==> config.mk <==
export PLATFORM = sky130hd
export DESIGN_NAME = core_if_stage
export DESIGN_NICKNAME = d
export VERILOG_FILES = /design/src/rtl/core_if_stage.sv
export SDC_FILE = /design/constraint.sdc
export NUM_CORES = 1
export LEC_CHECK = 0
export CORE_MARGIN = 4
export CORE_UTILIZATION = 45
export CTS_CLUSTER_DIAMETER = 40
export CTS_CLUSTER_SIZE = 30
export DETAILED_ROUTE_END_ITERATION = 10
export PLACE_DENSITY = 0.72
export RECOVER_POWER = 50
export REMOVE_ABC_BUFFERS = 1
export SYNTH_ARGS = -nofsm -noshare
export SYNTH_HDL_FRONTEND = slang
export SYNTH_SLANG_ARGS = --single-unit
==> constraint.sdc <==
create_clock -name clock -period 4.4 [get_ports clock]
set_input_delay 0.44 -clock clock [delete_from_list [all_inputs] [get_ports clock]]
set_output_delay 0.44 -clock clock [all_outputs]
set_load 0.01 [all_outputs]
==> src/rtl/core_if_stage.sv <==
// core_if_stage -- instruction fetch stage with a single outstanding request.
//
// Purpose:
//   Issues sequential fetch requests to instruction memory. It accepts
//   redirects (flush) from the branch unit and presents fetched instructions
//   in the IF/ID register. A one-entry skid buffer catches a response that
//   arrives while ID is stalled and IF/ID is already occupied.
//
// Ports:
//   clock            sole clock, rising edge
//   reset            synchronous, active-high
//   next_pc[63:0]    redirect target, used only when flush=1
//   flush            redirect request from branch unit
//   stall            ID cannot accept; IF/ID holds
//   imem_req_valid   fetch request valid (registers only)
//   imem_req_addr    fetch address (= fetch_pc)
//   imem_req_ready   memory accepts request this cycle
//   imem_resp_valid  instruction word returned this cycle
//   imem_resp_data   returned instruction word
//   pc4[63:0]        fetch_pc + 4 (wraps), to branch unit
//   if_valid         IF/ID holds a live instruction
//   if_pc[63:0]      PC of the instruction in IF/ID
//   if_inst[31:0]    instruction in IF/ID
module core_if_stage #(
  parameter logic [63:0] RESET_PC = 64'h0
) (
  input  logic        clock,
  input  logic        reset,
  input  logic [63:0] next_pc,
  input  logic        flush,
  input  logic        stall,
  output logic        imem_req_valid,
  output logic [63:0] imem_req_addr,
  input  logic        imem_req_ready,
  input  logic        imem_resp_valid,
  input  logic [31:0] imem_resp_data,
  output logic [63:0] pc4,
  output logic        if_valid,
  output logic [63:0] if_pc,
  output logic [31:0] if_inst
);

  // FETCH: nothing outstanding. WAIT: response will be delivered.
  // DROP: response will be discarded (a redirect overtook it).
  typedef enum logic [1:0] {
    ST_FETCH = 2'd0,
    ST_WAIT  = 2'd1,
    ST_DROP  = 2'd2
  } state_t;

  state_t      state_reg;
  logic [63:0] fetch_pc_reg;
  logic [63:0] req_pc_reg;
  logic        if_valid_reg;
  logic [63:0] if_pc_reg;
  logic [31:0] if_inst_reg;
  logic        skid_valid_reg;
  logic [63:0] skid_pc_reg;
  logic [31:0] skid_inst_reg;

  logic        req_valid;
  logic        accept;
  logic        deliver;

  // No new request while the skid buffer is full: there would be nowhere
  // to put its response if ID stays stalled.
  assign req_valid = (state_reg == ST_FETCH) && !skid_valid_reg;
  assign accept    = req_valid && imem_req_ready;
  assign deliver   = (state_reg == ST_WAIT) && imem_resp_valid && !flush;

  assign imem_req_valid = req_valid;
  assign imem_req_addr  = fetch_pc_reg;
  assign pc4            = fetch_pc_reg + 64'd4;
  assign if_valid       = if_valid_reg;
  assign if_pc          = if_pc_reg;
  assign if_inst        = if_inst_reg;

  always_ff @(posedge clock) begin
    if (reset) begin
      state_reg      <= ST_FETCH;
      fetch_pc_reg   <= RESET_PC;
      req_pc_reg     <= 64'd0;
      if_valid_reg   <= 1'b0;
      if_pc_reg      <= 64'd0;
      if_inst_reg    <= 32'd0;
      skid_valid_reg <= 1'b0;
      skid_pc_reg    <= 64'd0;
      skid_inst_reg  <= 32'd0;
    end else begin
      // Fetch address
      if (flush) begin
        fetch_pc_reg <= next_pc;
      end else if (accept) begin
        fetch_pc_reg <= fetch_pc_reg + 64'd4;
      end

      if (accept) begin
        req_pc_reg <= fetch_pc_reg;
      end

      // Request tracking
      case (state_reg)
        ST_FETCH: begin
          if (accept) begin
            state_reg <= flush ? ST_DROP : ST_WAIT;
          end
        end
        ST_WAIT: begin
          // Any response retires the request; a flush without a response
          // leaves it outstanding but marked for discard.
          if (imem_resp_valid) begin
            state_reg <= ST_FETCH;
          end else if (flush) begin
            state_reg <= ST_DROP;
          end
        end
        ST_DROP: begin
          if (imem_resp_valid) begin
            state_reg <= ST_FETCH;
          end
        end
        default: state_reg <= ST_FETCH;
      endcase

      // IF/ID register and skid buffer
      if (flush) begin
        if_valid_reg   <= 1'b0;
        skid_valid_reg <= 1'b0;
      end else if (deliver) begin
        if (!stall || !if_valid_reg) begin
          if_valid_reg <= 1'b1;
          if_pc_reg    <= req_pc_reg;
          if_inst_reg  <= imem_resp_data;
        end else begin
          skid_valid_reg <= 1'b1;
          skid_pc_reg    <= req_pc_reg;
          skid_inst_reg  <= imem_resp_data;
        end
      end else if (!stall) begin
        if (skid_valid_reg) begin
          if_valid_reg   <= 1'b1;
          if_pc_reg      <= skid_pc_reg;
          if_inst_reg    <= skid_inst_reg;
          skid_valid_reg <= 1'b0;
        end else begin
          if_valid_reg <= 1'b0;
        end
      end
    end
  end

endmodule

==> results of run 1 <==
-- metrics by stage --
step | utilization, % | instance area [um2] | power (uW) | instances | setup WS, ns
floorplan | - | 13900 | 3470 | 1637 | -6.18
global placement | 56.5 | 17900 | 3930 | 2391 | 0.960
detailed placement | 56.5 | 17900 | 3930 | 2391 | 0.917
CTS | 61.7 | 19600 | 7790 | 2476 | 0.322
global route | 61.6 | 19500 | 7970 | 2477 | 0.0924
finish | 61.6 | 19500 | 7700 | 2477 | 0.310
-- cell families (layout without fill, tap and decap cells) --
group / Yosys count / in the layout / share of synthesized area (%)
other: 0 / 1 / 0
multiplexers: 100 / 100 / 6.89
flip-flops: 324 / 324 / 44.6
AO/OA/AOI/OAI: 360 / 360 / 15.5
AND/OR/NAND/NOR: 750 / 750 / 22.8
XOR/XNOR: 87 / 87 / 5.24
buffers and inverters: 179 / 452 / 4.85
adder cells (fa/ha/maj): 1 / 1 / 0.0861
-- cell usage in the layout (no fill, tap or decap), types with 5 or more instances in the layout --
cell	synthesis	final
nand2_1	374	374
dfxtp_1	324	324
nor2_1	190	189
a21oi_1	180	179
clkdlybuf4s50_1	0	170
dlygate4sd3_1	0	155
a211oi_1	117	117
mux2i_1	100	100
xor2_1	55	55
clkbuf_16	0	49
nand4_1	38	38
nand3_1	35	34
xnor2_1	32	32
a311oi_1	23	23
nor4_1	20	20
or3_1	20	20
nor3_1	17	16
buf_4	2	16
inv_1	14	14
or4_1	14	14
o21ai_0	14	14
o31ai_1	12	12
and3_1	10	10
clkbuf_1	123	8
clkinv_2	0	7
inv_6	0	7
clkinvlp_4	0	7
bufinv_16	0	5
-- final timing paths --
| kind | start | end | slack, ns |
|---|---|---|---|
| max | imem_req_addr[2] | pc4[56] | 0.31 |
| min | reset | skid_pc_reg[48] | 0.37 |
| max reg2reg | state_reg[1] | imem_req_addr[44] | 0.50 |
| min reg2reg | skid_pc_reg[6] | skid_pc_reg[6] | 0.45 |
-- area by class of cell --
| type | count | area, um2 |
|---|---|---|
| Antenna cell | 1 | 2.50 |
| Clock buffer | 53 | 1270 |
| Clock inverter | 32 | 373 |
| Fill cell | 2760 | 12200 |
| Inverter | 15 | 57.6 |
| Multi-Input combinational cell | 1298 | 7390 |
| Sequential cell | 324 | 6490 |
| Tap cell | 402 | 503 |
| Timing Repair Buffer | 352 | 3440 |
-- layer usage --
metal  global-route usage (%)  vias to the layer above  wire [um]
met5                        0                        -          0
met1                     33.4                     6444      19800
met3                     4.82                       88       3190
li1                         -                     6732          -
met4                     7.76                        0       1510
met2                     40.3                      457      21300
-- synthesized netlist by cell type, types with 4 or more instances --
master / number / area share, %
nor3_1: 17 / 0.59
a21oi_1: 180 / 6.2
buf_2: 20 / 0.69
a211oi_1: 117 / 6.0
buf_1: 18 / 0.46
clkbuf_1: 123 / 3.2
dfxtp_1: 324 / 45
inv_1: 14 / 0.36
o21ai_0: 14 / 0.48
xnor2_1: 32 / 1.9
nand2_1: 374 / 9.7
xor2_1: 55 / 3.3
a311oi_1: 23 / 1.4
mux2i_1: 100 / 6.9
and4_1: 4 / 0.24
nand3_1: 35 / 1.2
or3_1: 20 / 0.86
and3_1: 10 / 0.43
or4_1: 14 / 0.72
nand4_1: 38 / 1.6
nor2_1: 190 / 4.9
a2111oi_0: 4 / 0.24
o31ai_1: 12 / 0.62
and2_1: 4 / 0.17
nor4_1: 20 / 0.86
-- where the power goes --
group | internal (uW) | switching (uW) | leakage, uW | total [uW]
combinational | 336 | 377 | 0.00331 | 714
clock | 2410 | 1440 | 0.000790 | 3850
sequential | 3020 | 117 | 0.00263 | 3140
total | 5760 | 1940 | 0.00673 | 7700
==> qor.yml, run 1 <==
sta:
  finalSetupViolations: 0
  fin_crit_ns: 4.09
  slew_headroom_pct: -55.2
  hold_violations: 0
  skew_ns: 0.0111
  drv_slew: 359
  finalCritPeriodShare_pct: 92.9
  hold_ws_ns: 0.370
  rsz0062_at_grt: "no"
  worstMarginPinSlew_ns: 2.33
  fmax_mhz: 245
  fin_setup_tns_ns: 0
run_status:
  violations: "capacitance limit, slew limit"
  status: "finished, violations left"
route:
  num_vias: 13700
  post_drt_wl_per_cell_um: 18.5
  drc: 0
  finalWirelength_mm: 45.8
  postRouteAntennaNets: 0
  firstDrtPassIters: 5
  viasPerCell: 5.54
  drt_iter0_drc: 859
clock_network:
  clockBufferDepth: 3
  post-cts-setup-buffer-count: 0
  cts_buffers: 46
  cts_tree: "built"
  post_cts_resized: 0
  cts_hold_buffers: 0
  htree_levels: 2
  clk_latency_ns: 0.53
  clock_sink_count: 324
  clk_pin_slew_ns: 0.06
  cts_root_buf: "clkbuf_16"
placed_design:
  hpwl_mm: 30.6
  io_buffers: 327
  gp_congestion: 0.846
floorplanning:
  fp.dieW_um: 188
  io_pins: 328
  dieHeight_um: 188
  placementRows: 65
  design.core.area_um2: 31700
  die_area_um2: 35200
  initial_core_util_pct: 45.8
worst_setup_path:
  cp_data_required_time_ns: 3.96
  crit_path_end_kind: "output port"
  path_class: "reg2out"
  cp_data_arrival_time_ns: 3.65
  crit_path_top_delay_cell: "clkdlybuf4s50_1"
  path_buf_inv: 2
  start_kind: "flip-flop"
  cp_max_fo: 9
  r2r_cells: 6
  crit_cells: 8
  crit_chain: "ha_1 > nand3_2 > nor3_2 > buf_4 > nand4_1 > nor2_1 > xor2_1 > clkdlybuf4s50_1"
  slowest_delay_ns: 0.56
  path_delay_family: "simple AND/OR/NAND/NOR gates"
flow_run:
  cap_violations: 6
worst_hold_path:
  hp-class: "in2reg"
  whs_path_depth: 2
pwr:
  power_leakage_uw: 0.00673
  peakVddDrop_uv: 320
  powerDensity_nw_per_um2: 394
synthesis:
  postSynthAreaPerCell_um2: 8.07
  ys_seq_area_share_pct: 44.6
  yosysWarnings: 0
  ys.flop_type: "dfxtp_1"
  async_reset_ff_share_pct: 0
  synth_cells: 1801
  synth-seq-cells: 324
  syn-cell-area_um2: 14500
  ys_types: 48
  synth-edff-count: 0
global_route:
  track_usage_pct: 24.7
  grt_max_degree: 117
  grt_pass1_vias: 13000
  antenna_found_initial: 1
  overflow: 0
  grt_pass1_wl_mm: 71.8
final_layout:
  nNetsFinal: 2140
  syn_to_final_growth_pct: 34.3
  drive_above_1_share_pct: 5.79
No activity file was read; power rests on OpenSTA's default activity.
==> inputs of run 2 (changes only) <==
PLACE_DENSITY = default   (was 0.72)
PLACE_DENSITY_LB_ADDON = 0.08   (was default)
SLEW_MARGIN = 10   (was default)
==> qor.yml, run 2 (synthesis results as in run 1) <==
clock_network:
  clk_pin_slew_ns: 0.06  # about the same
  clockBufferDepth: 3  # unchanged
  cts_root_buf: "clkbuf_16"
  clk_latency_ns: 0.54  # about the same
  htree_levels: 2  # unchanged
  clock_sink_count: 324  # unchanged
  cts_buffers: 46  # unchanged
  post_cts_resized: 0  # unchanged
  cts_tree: "built"
global_route:
  overflow: 0  # unchanged
  grt_pass1_vias: 13100  # +0.61%
  track_usage_pct: 25.1  # +0.39 points
  antenna_found_initial: 4  # +3
  grt_use_met1_pct: 34.3  # +0.98 points
  grt_pass1_wl_mm: 72.7  # +1.3%
  grt_max_degree: 177  # +51%
  met3_usage_pct: 6.01  # +1.2 points
  met2_usage_pct: 39.3  # -0.98 points
  gr-max-usage-layer: "met2"
worst_setup_path:
  crit_path_end_kind: "flip-flop"
  cp_data_arrival_time_ns: 4.51  # +0.86 ns
  cp_data_required_time_ns: 4.78  # +0.82 ns
  start_kind: "flip-flop"
  path_class: "reg2reg"
  cp_max_fo: 39  # +30
floorplanning:
  initial_core_util_pct: 45.8  # unchanged
  die_area_um2: 35200  # unchanged
  design.core.area_um2: 31700  # unchanged
  dieHeight_um: 188  # unchanged
  io_pins: 328  # unchanged
  placementRows: 65  # unchanged
  fp.dieW_um: 188  # unchanged
sta:
  finalSetupViolations: 0  # unchanged
  drv_slew: 479  # +33%
  finalCritPeriodShare_pct: 94.0  # +1.0 points
  fin_crit_ns: 4.13  # +0.0449 ns
  skew_ns: 0.0204  # +0.00935 ns
  rsz0062_at_grt: "no"
  worstMarginPinSlew_ns: 3.68  # +1.36 ns
  final.setup.worst_slack_ns: 0.265  # -0.0449 ns
  hold_violations: 0  # unchanged
  fmax_mhz: 242  # -1.1%
  fin_setup_tns_ns: 0  # unchanged
  slew_headroom_pct: -146  # -90 points
placed_design:
  hpwl_mm: 29.8  # -2.6%
  io_buffers: 327  # unchanged
  pre_cts_ws_ns: 0.748  # -0.169 ns
  gp_congestion: 0.828  # -2.2%
  dp.cells: 2391  # unchanged
final_layout:
  fill_cells: 2851  # +3.3%
  multi_input_area_um2: 7380  # -0.19%
  nNetsFinal: 2143  # +0.14%
  final_cell_mix: "374 x nand2_1, 324 x dfxtp_1, 190 x nor2_1"
  regArea_um2: 6490  # unchanged
  utilization_pct: 61.5  # -0.091 points
  mostFrequentLayoutCell: "nand2_1"
  fin_cells: 2479  # +0.081%
  syn_to_final_growth_pct: 34.1
  drive_above_1_share_pct: 5.92  # +0.14 points
pwr:
  peakVddDrop_uv: 488  # +52%
  power_leakage_uw: 0.00674  # +0.14%
  powerDensity_nw_per_um2: 392  # -0.60%
worst_hold_path:
  hp-class: "reg2reg"
run_status:
  status: "finished, violations left"
  violations: "capacitance limit, slew limit"
route:
  viasPerCell: 5.49  # -0.80%
  drc: 0  # unchanged
  post_drt_wl_per_cell_um: 18.6  # +0.84%
  finalWirelength_mm: 46.2  # +0.92%
  num_vias: 13600  # -0.72%
  drt_iter0_drc: 819  # -4.7%
  postRouteAntennaNets: 0  # unchanged
  firstDrtPassIters: 5  # unchanged
flow_run:
  cap_violations: 6  # unchanged
## run 2: cell count changes in the layout (fill, tap and decap cells not counted), moves of 3 or more
cell             before  now
clkbuf_16            49   46
clkdlybuf4s50_1     170  176
dlygate4sd3_1       155  149
clkinvlp_4            7    4
buf_4                16   19
clkinv_2              7   11
## run 2: timing repair
item                       in CTS  in global routing
setup endpoints to repair       0                  1
hold buffers                    0                  0
buffers inserted                0                  3
## run 2: layout make-up
| class | instances | area share [%] |
|---|---|---|
| clock buffer | 50 | 6.13 |
| sequential | 324 | 33.3 |
| timing repair buffer | 355 | 17.8 |
| inverter | 15 | 0.295 |
| antenna | 1 | 0.0128 |
| tap | 402 | 2.58 |
| multi-input combinational | 1298 | 37.8 |
| clock inverter | 34 | 2.04 |
## run 2: critical path: stages, from the launching register on
cell and delay, ns:
dfxtp_1 0.37, nor4b_2 0.32, clkbuf_1 1.63, nand4_1 0.83
or3_1 0.55, a311oi_1 0.28
## run 2: layer usage
layer | vias up | part of all wire [%]
met5 | - | 0.076
met4 | 6 | 3.2
met3 | 88 | 6.9
met2 | 439 | 44
met1 | 6349 | 46
li1 | 6740 | -
## run 2: path summary, 6_finish.rpt
check | startpoint | endpoint | slack (ns) | cells after the start
worst max-delay path | state_reg[1] | imem_req_addr[38] | 0.27 | 5
worst min-delay path | skid_pc_reg[25] | skid_pc_reg[25] | 0.45 | 2
worst max register to register | state_reg[1] | imem_req_addr[38] | 0.27 | 5
worst min register to register | skid_pc_reg[25] | skid_pc_reg[25] | 0.45 | 2
## run 2: through the flow
stage	cell area [um2]	hold slack (ns)	total power, uW
final	19500	0.452	7640
after global routing	19500	0.471	7910
after CTS	19600	0.320	7730
after detailed placement	18000	0.446	3930
after global placement	18000	0.441	3920
after floorplan	13900	0.430	3470
## run 2: report_power, final
part / switching (uW) / internal (uW)
registers: 117 / 3020
logic: 372 / 339
clock network: 1440 / 2350
